<file path="src/rtl/edsac_word_receiver_if.sv">
// edsac_word_receiver_if: pulse-train input and parallel word output bundle for the EDSAC word receiver
// in_sig/frame_start flow master->slave; word, word_valid, frame_err, sync_err, weak_bit, locked flow slave->master
interface edsac_word_receiver_if #(parameter int WORD_BITS = 35);
  logic in_sig;
  logic frame_start;
  logic [WORD_BITS-1:0] word;
  logic word_valid;
  logic frame_err;
  logic sync_err;
  logic weak_bit;
  logic locked;
  modport master (output in_sig, frame_start, input word, word_valid, frame_err, sync_err, weak_bit, locked);
  modport slave (input in_sig, frame_start, output word, word_valid, frame_err, sync_err, weak_bit, locked);
endinterface

</file>
<file path="src/rtl/edsac_word_receiver.sv">
// edsac_word_receiver: recovers 35-bit EDSAC words from the delay-line carrier burst train
// clk/rst: 81 MHz clock, async active-high reset; bus.in_sig: async modulated input; bus.frame_start: slot-0 restart
// bus.word/word_valid: received word and its strobe; bus.frame_err/sync_err/weak_bit: error strobes; bus.locked: in RUN
module edsac_word_receiver #(
  parameter int SLOT_CYCLES = 162,
  parameter int HOLD_CYCLES = 9,
  parameter int MIN_PULSES = 8,
  parameter int SAMPLE_CYCLE = 120,
  parameter int RESYNC_WIN = 8,
  parameter int WORD_BITS = 35
) (
  input logic clk,
  input logic rst,
  edsac_word_receiver_if.slave bus
);
  localparam int PW = $clog2(SLOT_CYCLES);
  localparam int SW = $clog2(WORD_BITS + 1);
  localparam int HW = $clog2(HOLD_CYCLES + 1);
  localparam logic [PW-1:0] PH_LAST = PW'(SLOT_CYCLES - 1);
  localparam logic [PW-1:0] PH_SAMPLE = PW'(SAMPLE_CYCLE);
  localparam logic [PW-1:0] PH_EARLY = PW'(SLOT_CYCLES - RESYNC_WIN);
  localparam logic [PW-1:0] PH_LATE = PW'(RESYNC_WIN);
  localparam logic [SW-1:0] SL_SPACE = SW'(WORD_BITS);
  localparam logic [HW-1:0] HOLD_LOAD = HW'(HOLD_CYCLES);
  localparam logic [3:0] MINP = 4'(MIN_PULSES);
  typedef enum logic {IDLE, RUN} state_t;
  state_t state;
  logic s1, s2, s2_d;
  logic [HW-1:0] hold;
  logic [3:0] cnt;
  logic [PW-1:0] phase;
  logic [SW-1:0] slot;
  logic [WORD_BITS-1:0] shift;
  logic edge_det, env_rise, bit_one, sample, wrap, early, late;
  logic [SW-1:0] slot_next;
  // env_rise marks the edge that will lift an idle envelope, so the burst's first edge is counted in the same cycle
  always_comb begin
    edge_det = s2 & ~s2_d;
    env_rise = edge_det & (hold == '0);
    bit_one = cnt >= MINP;
    sample = (state == RUN) & (phase == PH_SAMPLE);
    wrap = phase == PH_LAST;
    early = phase >= PH_EARLY;
    late = phase <= PH_LATE;
    slot_next = (slot == SL_SPACE) ? '0 : slot + 1'b1;
  end
  always_ff @(posedge clk or posedge rst) begin
    if (rst) begin
      s1 <= 1'b0;
      s2 <= 1'b0;
      s2_d <= 1'b0;
      hold <= '0;
      cnt <= '0;
      state <= IDLE;
      phase <= '0;
      slot <= '0;
      shift <= '0;
      bus.word <= '0;
      bus.word_valid <= 1'b0;
      bus.frame_err <= 1'b0;
      bus.sync_err <= 1'b0;
      bus.weak_bit <= 1'b0;
      bus.locked <= 1'b0;
    end else begin
      s1 <= bus.in_sig;
      s2 <= s1;
      s2_d <= s2;
      hold <= edge_det ? HOLD_LOAD : (hold != '0 ? hold - 1'b1 : hold);
      cnt <= env_rise ? 4'd1 : (sample ? 4'd0 : (edge_det && cnt != 4'hf ? cnt + 1'b1 : cnt));
      bus.word_valid <= 1'b0;
      bus.frame_err <= 1'b0;
      bus.sync_err <= 1'b0;
      bus.weak_bit <= 1'b0;
      if (state == IDLE) begin
        phase <= '0;
        slot <= '0;
        if (bus.frame_start || env_rise) begin
          state <= RUN;
          bus.locked <= 1'b1;
          shift <= '0;
        end
      end else if (bus.frame_start) begin
        phase <= '0;
        slot <= '0;
        shift <= '0;
      end else if (env_rise && early) begin
        // a slightly early burst is taken as the start of the next slot
        phase <= '0;
        slot <= slot_next;
      end else if (env_rise && late) begin
        phase <= '0;
      end else if (env_rise) begin
        state <= IDLE;
        bus.locked <= 1'b0;
        bus.sync_err <= 1'b1;
        phase <= '0;
        slot <= '0;
        shift <= '0;
      end else begin
        phase <= wrap ? '0 : phase + 1'b1;
        if (wrap)
          slot <= slot_next;
        if (sample) begin
          bus.weak_bit <= (cnt != 4'd0) && !bit_one;
          if (slot == SL_SPACE) begin
            bus.word <= shift;
            bus.word_valid <= 1'b1;
            bus.frame_err <= bit_one;
          end else
            shift <= {shift[WORD_BITS-2:0], bit_one};
        end
      end
    end
  end
endmodule

</file>
<file path="src/flat_wrapper.sv">
// flat-port wrapper written by rule: the top's interface ports become plain ports
module edsac_word_receiver_flat 
#(
  parameter int SLOT_CYCLES = 162,
  parameter int HOLD_CYCLES = 9,
  parameter int MIN_PULSES = 8,
  parameter int SAMPLE_CYCLE = 120,
  parameter int RESYNC_WIN = 8,
  parameter int WORD_BITS = 35
)
  (clk, rst, bus_in_sig, bus_frame_start, bus_word, bus_word_valid, bus_frame_err, bus_sync_err, bus_weak_bit, bus_locked);
  edsac_word_receiver_if #(.WORD_BITS(WORD_BITS)) bus_i ();
  input logic clk;
  input logic rst;
  input wire logic [$bits(bus_i.in_sig)-1:0] bus_in_sig;
  input wire logic [$bits(bus_i.frame_start)-1:0] bus_frame_start;
  output wire logic [$bits(bus_i.word)-1:0] bus_word;
  output wire logic [$bits(bus_i.word_valid)-1:0] bus_word_valid;
  output wire logic [$bits(bus_i.frame_err)-1:0] bus_frame_err;
  output wire logic [$bits(bus_i.sync_err)-1:0] bus_sync_err;
  output wire logic [$bits(bus_i.weak_bit)-1:0] bus_weak_bit;
  output wire logic [$bits(bus_i.locked)-1:0] bus_locked;
  assign bus_i.in_sig = bus_in_sig;
  assign bus_i.frame_start = bus_frame_start;
  assign bus_word = bus_i.word;
  assign bus_word_valid = bus_i.word_valid;
  assign bus_frame_err = bus_i.frame_err;
  assign bus_sync_err = bus_i.sync_err;
  assign bus_weak_bit = bus_i.weak_bit;
  assign bus_locked = bus_i.locked;
  edsac_word_receiver #(.SLOT_CYCLES(SLOT_CYCLES), .HOLD_CYCLES(HOLD_CYCLES), .MIN_PULSES(MIN_PULSES), .SAMPLE_CYCLE(SAMPLE_CYCLE), .RESYNC_WIN(RESYNC_WIN), .WORD_BITS(WORD_BITS)) u_core (.clk(clk), .rst(rst), .bus(bus_i));
endmodule
</file>
<file path="config.mk">
export PLATFORM = sky130hd
export DESIGN_NAME = edsac_word_receiver_flat
export DESIGN_NICKNAME = d
export VERILOG_FILES = /design/src/rtl/edsac_word_receiver_if.sv /design/src/rtl/edsac_word_receiver.sv /design/src/flat_wrapper.sv
export SDC_FILE = /design/constraint.sdc
export NUM_CORES = 1
export LEC_CHECK = 0
export ABC_AREA = 0
export CORE_MARGIN = 5
export CORE_UTILIZATION = 40
export CTS_CLUSTER_SIZE = 12
export DETAILED_ROUTE_END_ITERATION = 16
export PLACE_DENSITY = 0.7
export SYNTH_ARGS = -nofsm -noshare
export SYNTH_HDL_FRONTEND = slang
export SYNTH_SLANG_ARGS = --single-unit
</file>
<file path="constraint.sdc">
create_clock -name clk -period 4.5 [get_ports clk]
set_input_delay 0.9 -clock clk [delete_from_list [all_inputs] [get_ports clk]]
set_output_delay 0.9 -clock clk [all_outputs]
set_load 0.01 [all_outputs]
</file>
==> summary.md <==
| Metric | Value |
|---|---|
| Final WL | 7.28 mm |
| Unrepaired setup endpoints after global routing | false |
| Worst Setup SP | bus_frame_start |
| Final Cycle Share | 0.623 |
| WP data arrival | 3070 ps |
| Remaining DRCs | 0 |
| Total CTS buffers | 9 |
| Critical-path cell list | clkdlybuf4s50_1 -> nor2_1 -> nand4_4 -> mux2_2 |
| Antenna viol nets, final | 0 |
| Commonest non-fill, non-tap cell in the layout | dfrtp_1 |
| GP Congestion | 0.813 |
| Global-route wire length before repair | 12.5 mm |
| Synth Warn # | 0 |
| Status | completed |
| H-Tree Level Count | 3 |
| Layout Area Growth over Synthesis | 17.3% |
| Fin Setup TNS | 0 ps |
| Crit Path Max Fanout | 35 |
| Worst slew margin | 0.361 |
| Worst r2r dst | u_core.bus.word[22]$_DFFE_PP0P_ |
| Most frequent cells in the layout | dfrtp_1 (101), clkdlybuf4s50_1 (43), a22o_1 (37), mux2_2 (37), nor2_1 (19) |
| Number of global-route vias before repair | 2545 |
| Initial antenna violation count | 0 |
| Pre-Repair DR Iteration Count | 4 |
| Hold Fails Final Rpt | 0 |
| Post-synthesis sequential area ratio | 0.605 |
| Antenna cells | 0 |
| Total track usage | 0.120 |
| Via-to-Cell Ratio | 5.15 |
| Initial Util | 0.407 |
| CTS root buf | clkbuf_8 |
| Levels on crit path | 4 |
| Seq pwr share | 0.574 |
| Cell variety after synth | 43 |
| Finished Core Util | 0.477 |
| R2r startpoint | u_core.slot[0]$_DFFE_PP0P_ |
| Leakage power | 2.29 nW |
| Largest cells by area after synthesis | dfrtp_1 (60%), mux2_2 (10%), a22o_1 (7.8%) |
| P_sw | 0.000495 W |
| Filler cells | 942 |
| CP startpoint kind | input pin |
| Hold slack | 356 ps |
| Hold_buf cts | 0 |
| Die area | 0.0126 sq mm |
| Max-cap violations | 0 |
| WP buf/inv | 1 |
| DR WL/cell | 14.5 um |
| Worst Tran Pin Value | 958 ps |
| Sink Count | 101 |
| Final net count | 373 |
| Maximum VDD drop | 0.205 mV |
| Fmax | 0.357 GHz |
| CTS Buffer Depth | 2 |
| Worst setup EP type | flop |
| Post-Syn Instances | 316 |
| Worst-skew pair later-pin latency | 370 ps |
| Crit path required time | 4760 ps |
| 1st-iter DRT viols | 148 |
| Slowest stage delay, CP | 630 ps |
| Most used flip-flop cell after synthesis | dfrtp_1 |
| CP max stage cell | nand4_4 |
| Synth Register Bits | 101 |
| Dominant cell type by area after synthesis | dfrtp_1 |
| CTS resizes | 0 |
| Total gr overflow | 0 |
| Netlist Area Pre-Place | 0.00418 sq mm |
| Critical Path End | u_core.bus.word[22]$_DFFE_PP0P_ |
| Pint | 0.00125 W |
| Post-synth net total | 328 |
| # IOs | 44 |
| Postcts setup bufs | 0 |
| Via count | 2586 |
| Clock power frac | 0.311 |
| Final Max Tran Viols | 0 |
| FP Rows | 37 |
| FF-to-FF path depth | 5 |
| Core area | 0.0103 sq mm |
| Share of cells above drive strength 1 | 0.172 |
| CTS tree | yes |
| Final Setup Violations | 0 |
| Total Power | 0.00175 W |
| HPWL Detailed | 4.90 mm |
| Tmin final | 2800 ps |
| R2R setup slack | 1970 ps |
| Die Height | 112 um |
| Worst Setup Path Type | in2reg |
| Cell family with most CP delay | simple AND/OR/NAND/NOR gates |
| Fin Clk Skew | 19.2 ps |
| Async SR Flop Fraction | 1.00 |
| Switch share | 0.283 |
| Clk slew on worst S/H paths | 110 ps |
| Pwr/cell area | 357 mW/mm^2 |
| Comb power frac | 0.115 |
| Largest net degree at the start of global routing | 82 |
| Die X | 112 um |
| Synth top area share | 0.605 |
| Syn Area/Cell | 13.2 sq um |
| Post-synth EDFFs | 0 |
| Min-delay worst type | reg2reg |
| Port Buf Inserts | 43 |
Yosys cell counts, drive strengths merged, types with 3 or more instances:
| cell | n |
|---|---|
| a32oi | 3 |
| a21oi | 6 |
| nand2b | 6 |
| buf | 10 |
| nor3 | 5 |
| xnor2 | 5 |
| a22o | 37 |
| inv | 12 |
| o21ai | 5 |
| dfrtp | 101 |
| nor2 | 20 |
| ha | 8 |
| mux2 | 37 |
| and2 | 4 |
| nand4 | 3 |
| nand3 | 7 |
| xor2 | 3 |
| nand2 | 15 |
cell type report:
| class | instances | area [sq um] | area share |
|---|---|---|---|
| timing repair buffer | 46 | 453 | 0.0924 |
| clock inverter | 7 | 67.6 | 0.0138 |
| inverter | 12 | 47.5 | 0.00970 |
| tap | 136 | 170 | 0.0347 |
| multi-input combinational | 191 | 1510 | 0.309 |
| sequential | 101 | 2530 | 0.516 |
| clock buffer | 9 | 124 | 0.0253 |
power by group through the flow:
stage | combinational, W | sequential [W] | clock (W)
4_1_cts | 0.000203 | 0.00100 | 0.000564
5_1_grt | 0.000232 | 0.00101 | 0.000605
3_5_place_dp | 0.000202 | 0.00102 | 0
3_3_place_gp | 0.000190 | 0.00102 | 0
6_report | 0.000201 | 0.00100 | 0.000544
2_1_floorplan | 0.000165 | 0.00101 | 0
how the worst min path moves through the flow:
stage,start,to,slack [ps],cells past startpoint
final,u_core.s1$_DFF_PP0_,u_core.s2$_DFF_PP0_,360,0
after detailed placement,u_core.s1$_DFF_PP0_,u_core.s2$_DFF_PP0_,340,0
after floorplan,u_core.s1$_DFF_PP0_,u_core.s2$_DFF_PP0_,330,0
after global placement,u_core.s1$_DFF_PP0_,u_core.s2$_DFF_PP0_,340,0
after CTS,u_core.s1$_DFF_PP0_,u_core.s2$_DFF_PP0_,360,0
after global routing,u_core.s1$_DFF_PP0_,u_core.s2$_DFF_PP0_,360,0
registers in the layout, summed over array words and instances (netlist names):
register	count
u_core.s2_d	1
u_core.bus.sync_err	1
u_core.s1	1
u_core.bus.word_valid	1
u_core.bus.locked	1
u_core.s2	1
u_core.cnt	4
u_core.state	1
u_core.slot	6
u_core.phase	8
u_core.hold	4
u_core.shift	35
u_core.bus.weak_bit	1
u_core.bus.word	35
u_core.bus.frame_err	1
layer usage:
| layer | global-route usage | share of wire |
|---|---|---|
| met1 | 0.168 | 0.48 |
| met2 | 0.184 | 0.46 |
| met3 | 0.0404 | 0.054 |
| met4 | 0.0264 | 0.0081 |
| met5 | 0 | 0 |
metrics by stage:
step / cells / setup WS (ps) / cell area [sq um]
3_5_place_dp: 486 / 1280 / 4710
5_1_grt: 502 / 1500 / 4900
6_report: 502 / 1700 / 4900
3_3_place_gp: 486 / 1330 / 4710
2_1_floorplan: 316 / 953 / 4180
4_1_cts: 502 / 1680 / 4900
kinds of logic after synthesis:
group / after synthesis / share of synthesized area
flip-flops: 101 / 0.605
AND/OR/NAND/NOR: 76 / 0.102
AO/OA/AOI/OAI: 60 / 0.115
multiplexers: 39 / 0.104
buffers and inverters: 24 / 0.0332
XOR/XNOR: 8 / 0.0168
adder cells (fa/ha/maj): 8 / 0.0240
No activity file was read; power rests on OpenSTA's default activity.
==> patch 1: new RTL, same settings <==
Reset style: synchronous (`rst`), changed in one clocked block. Comments in the files are not updated.
--- a/src/rtl/edsac_word_receiver.sv
+++ b/src/rtl/edsac_word_receiver.sv
@@ -44,7 +44,7 @@
     late = phase <= PH_LATE;
     slot_next = (slot == SL_SPACE) ? '0 : slot + 1'b1;
   end
-  always_ff @(posedge clk or posedge rst) begin
+  always_ff @(posedge clk) begin
     if (rst) begin
       s1 <= 1'b0;
       s2 <= 1'b0;
Check against the original RTL: differs if rst is asserted again (counterexample within 4 cycles, from zero or initial values and one cycle with rst high); with rst held inactive, the same outputs for 4 cycles.
==> patch 1 against the unedited design <==
Power down 6.2%; clock skew down 5.6 ps; sequential cell count unchanged; setup slack worse by 290 ps; area after synthesis down 9.1%; routed wire length up 0.74%; core utilization up 0.48 points; worst hold slack better by 92 ps; final area down 9.2%.
==> patch 1: results (changes against the unedited design) <==
outcome:
  outcome: "completed"  # unchanged
detailed_routing:
  first_pass_iters: 5  # was 4
  drt_iter0_markers: 97  # was 148
  drt_wl_total_um: 7330  # was 7280 um
  num_vias: 2884  # was 2586
  ant_nets: 0  # unchanged
pwr:
  switching_share_pct: 27.1  # was 28.3%
  max-vdd-ir-drop_uv: 180  # was 205 uV
  leakage_nw: 1.52  # was 2.29 nW
synthesis:
  synth_area_leaders: "dfxtp_1, a22o_1, nand2_1"  # was dfrtp_1, mux2_2, a22o_1
  synth-compound-area-share_pct: 18.3  # was 11.5%
  async_reset_ff_share_pct: 0  # was 100%
  synthAdderAreaFrac_pct: 2.64  # was 2.40%
  synth.distinct_cells: 45  # was 43
  ys_warn_count: 0  # unchanged
  synth_xor_area_share_pct: 2.31  # was 1.68%
  synth.area.mux_share_pct: 0.297  # was 10.4%
  synth_nets: 414  # was 328
  synth_top_cells_by_count: "dfxtp_1, nand2_1, a21oi_1, a22o_1, nor2_1"  # was dfrtp_1, a22o_1, mux2_2, nor2_1, nand2_1
  synth_seq_area_share_pct: 53.2  # was 60.5%
clocking:
  clkLatencyLatePin_ps: 370  # about the same
  path_clk_slew_ps: 110  # about the same
  post_cts_resize_count: 0  # unchanged
  post_cts_buffers: 0  # unchanged
  cts-buffers-inserted: 9  # unchanged
  cts_root_buf: "clkbuf_8"  # unchanged
  htreeDepth: 3  # unchanged
  clk_path_buf_depth: 2  # unchanged
hold_path:
  hp-class: "reg2reg"  # unchanged
placement:
  hpwl_um: 4800  # was 4900 um
  io_buffer_count: 43  # unchanged
  globalplace.congestion: 0.844  # was 0.813
job:
  max_cap_violations: 0  # unchanged
layout:
  nNetsFinal: 448  # was 373
  top_regs: "u_core.bus.word (35), u_core.shift (35), u_core.phase (8)"  # unchanged
  drive_gt1_share_pct: 5.67  # was 17.2%
  antenna-diode-count: 0  # unchanged
global_routing:
  grt_pass1_wl_um: 12400  # was 12500 um
  grt_max_degree: 50  # was 82
  antenna_found_initial: 0  # unchanged
  grt_use_total_pct: 13.0  # was 12.0%
  first_global_vias: 2667  # was 2545
critical_path:
  worst-path-max-fanout: 35  # unchanged
  arrival_ps: 3410  # was 3070 ps
sta:
  tightest_slew_ps: 928  # was 958 ps
  skew_ps: 13.6  # was 19.2 ps
[patch 1: cells by family (layout without fill, tap and decap cells)]
group	count (synthesis)	in the layout
fa+ha+maj	8	8
xor+xnor	10	10
simple gates	149	149
flops	101	101
compound gates	100	100
mux	1	1
buf+inv	33	72
[patch 1: layout make-up]
class,instances,area [um^2]
fill,897,4790
sequential,101,2020
multi-input combinational,268,1580
timing repair buffer,46,448
tap,129,161
clock buffer,9,124
clock inverter,7,75.1
inverter,10,37.5
[patch 1: worst paths after layout]
path | endpoint | depth (start not counted) | start | slack (ps)
worst min register to register | u_core.s2 | 1 | u_core.s1 | 450
worst max-delay path | u_core.shift[13] | 6 | bus_frame_start | 1400
worst max register to register | u_core.shift[13] | 7 | u_core.hold[0] | 1890
worst min-delay path | u_core.s2 | 1 | u_core.s1 | 450
[patch 1: power by group through the flow]
stage	logic (mW)	registers, mW	clock network (mW)
global placement	0.141	0.950	0
detailed placement	0.147	0.951	0
global route	0.169	0.934	0.625
CTS	0.148	0.931	0.580
floorplan	0.126	0.948	0
finish	0.148	0.930	0.563
[patch 1: routing by layer]
layer / vias up / wire length (um) / part of all wire, % / GRT usage [%]
met5: - / 0 / 0 / 0
met4: 0 / 67 / 0.91 / 2.80
met1: 1344 / 3700 / 50 / 17.5
met2: 62 / 3250 / 44 / 20.5
li1: 1472 / - / - / -
met3: 6 / 320 / 4.4 / 4.32
[patch 1: worst max-delay path, cell delays in order]
cell             delay, ps
clkdlybuf4s50_1        480
nor2b_1                350
nor2b_1                480
nand2_1                210
o22ai_4                710
a22o_1                 270
[patch 1: per-stage QoR]
step	util [%]	worst slack (ps)	instances	instance area [um^2]	hold slack, ps
floorplan	-	2260	402	3800	414
finish	48.2	1400	570	4450	448
detailed placement	46.0	1080	554	4250	423
global placement	46.0	1180	554	4250	422
CTS	48.2	1460	570	4450	448
global route	48.2	1220	570	4450	460
==> patch 2: new RTL, config.mk and constraints unchanged <==
Made on the original files. `HOLD_CYCLES` is set to 9 in 2 places; all go to 11.
--- a/src/rtl/edsac_word_receiver.sv
+++ b/src/rtl/edsac_word_receiver.sv
@@ -3,7 +3,7 @@
 // bus.word/word_valid: received word and its strobe; bus.frame_err/sync_err/weak_bit: error strobes; bus.locked: in RUN
 module edsac_word_receiver #(
   parameter int SLOT_CYCLES = 162,
-  parameter int HOLD_CYCLES = 9,
+  parameter int HOLD_CYCLES = 11,
   parameter int MIN_PULSES = 8,
   parameter int SAMPLE_CYCLE = 120,
   parameter int RESYNC_WIN = 8,
--- a/src/flat_wrapper.sv
+++ b/src/flat_wrapper.sv
@@ -2,7 +2,7 @@
 module edsac_word_receiver_flat 
 #(
   parameter int SLOT_CYCLES = 162,
-  parameter int HOLD_CYCLES = 9,
+  parameter int HOLD_CYCLES = 11,
   parameter int MIN_PULSES = 8,
   parameter int SAMPLE_CYCLE = 120,
   parameter int RESYNC_WIN = 8,
Formal check against the unedited RTL: same outputs for any inputs over 10 cycles, from zero or initial values and one cycle with rst high; that may be too few to reach the edited logic, so the function may still have changed.
==> patch 2 against the unedited design <==
Power down 1.4%; final area up 0.41%; maximum frequency up 4.4%; setup slack better by 120 ps; die area up 0.73%; critical path depth up 2; area after synthesis up 0.81%; synthesized cell count unchanged; global-route usage up 0.44 points; sequential cell count unchanged; routed wire length up 3.7%; clock skew down 6.5 ps; critical endpoint is now u_core.shift[14]; largest cell class unchanged; largest power group unchanged.
==> patch 2: results (changes against the unedited design) <==
synthesis:
  synth_area_per_cell_um2: 13.3  # was 13.2 um^2
  synth.area.mux_share_pct: 10.7  # was 10.4%
  synth_top_cells_by_count: "dfrtp_1, a22o_1, mux2_2, nand2_1, nor2_1"  # was dfrtp_1, a22o_1, mux2_2, nor2_1, nand2_1
  synth_xor_area_share_pct: 1.66  # was 1.68%
  synth_seq_area_share_pct: 60.0  # was 60.5%
  synth.distinct_cells: 47  # was 43
  synthAdderAreaFrac_pct: 2.38  # was 2.40%
  synth-compound-area-share_pct: 11.9  # was 11.5%
  synth_area_leaders: "dfrtp_1, mux2_2, a22o_1"  # unchanged
layout:
  nNonClkInverters: 11  # was 12
  drive_gt1_share_pct: 17.8  # was 17.2%
  nNonClkBuffers: 45  # was 46
  clock_area_share_pct: 3.84  # was 3.91%
  fillerInstances: 956  # was 942
  layout.nonclk_buf_share_pct: 9.05  # was 9.24%
  seq_cell_count: 101  # unchanged
  multi_input_cells: 193  # was 191
sta:
  skew_ps: 12.7  # was 19.2 ps
  hold_ws_ps: 362  # was 356 ps
  max_freq_ghz: 0.373  # was 0.357 GHz
  tightest_slew_ps: 808  # was 958 ps
pwr:
  p_sw_mw: 0.479  # was 0.495 mW
  cellPowerDensity_mw_per_mm2: 350  # was 357 mW/mm^2
  clock_power_share_pct: 31.7  # was 31.1%
  total_power_mw: 1.73  # was 1.75 mW
  p_comb_share_pct: 10.4  # was 11.5%
  leakage_nw: 2.31  # was 2.29 nW
  max-vdd-ir-drop_uv: 156  # was 205 uV
placement:
  placed_area_mm2: 0.00473  # was 0.00471 mm^2
  hpwl_um: 5060  # was 4900 um
  dp_slack_ps: 1420  # was 1280 ps
  globalplace.congestion: 0.776  # was 0.813
global_routing:
  grt_use_total_pct: 12.5  # was 12.0%
  globalRouteMet1Util_pct: 16.6  # was 16.8%
  antenna_found_initial: 0  # unchanged
  grt_max_degree: 61  # was 82
  grt_use_met3_pct: 3.72  # was 4.04%
  first_global_vias: 2629  # was 2545
  grt_pass1_wl_um: 13000  # was 12500 um
  grt_use_met2_pct: 19.8  # was 18.4%
detailed_routing:
  wl_met1_um: 3510  # was 3460 um
  met3WireLength_um: 375  # was 396 um
  drt_iter0_markers: 158  # was 148
  met2_length_um: 3580  # was 3370 um
  post_drt_wl_per_cell_um: 15.0  # was 14.5 um
outcome:
  outcome: "completed"  # unchanged
clocking:
  cts_root_buf: "clkbuf_8"  # unchanged
  clk_path_buf_depth: 2  # unchanged
critical_path:
  worst-path-max-fanout: 35  # unchanged
==> patch 2: cell count changes after synthesis, moves of 2 or more <==
cell     change
buf_4        +3
nor2_1       -2
mux2_2       -2
nand2_1      +2
mux2i_1      +2
nor2_2       +2
buf_2        -3
==> patch 2: worst paths after layout <==
path                                        to             from  cells past startpoint
setup / recovery              u_core.shift[14]  bus_frame_start                      6
max in group asynchronous      u_core.phase[2]              rst                      3
setup reg to reg              u_core.shift[21]   u_core.hold[0]                      7
hold reg to reg                      u_core.s2        u_core.s1                      0
hold / removal                       u_core.s2        u_core.s1                      0
min in group asynchronous  u_core.bus.word[16]              rst                      2
==> patch 2: logic make-up after synthesis <==
group / after synthesis
buffers and inverters: 22
AOI/OAI and AO/OA: 61
DFF: 101
and+or+nand+nor: 76
adders and majority gates: 8
xor gates and xnor gates: 8
muxes: 40
==> patch 2: worst max-delay path, stage by stage <==
cell and delay, ps:
clkdlybuf4s50_1 470, nand2b_1 230, a21oi_1 310, nand2_1 180, nor2_4 650, a22o_1 240
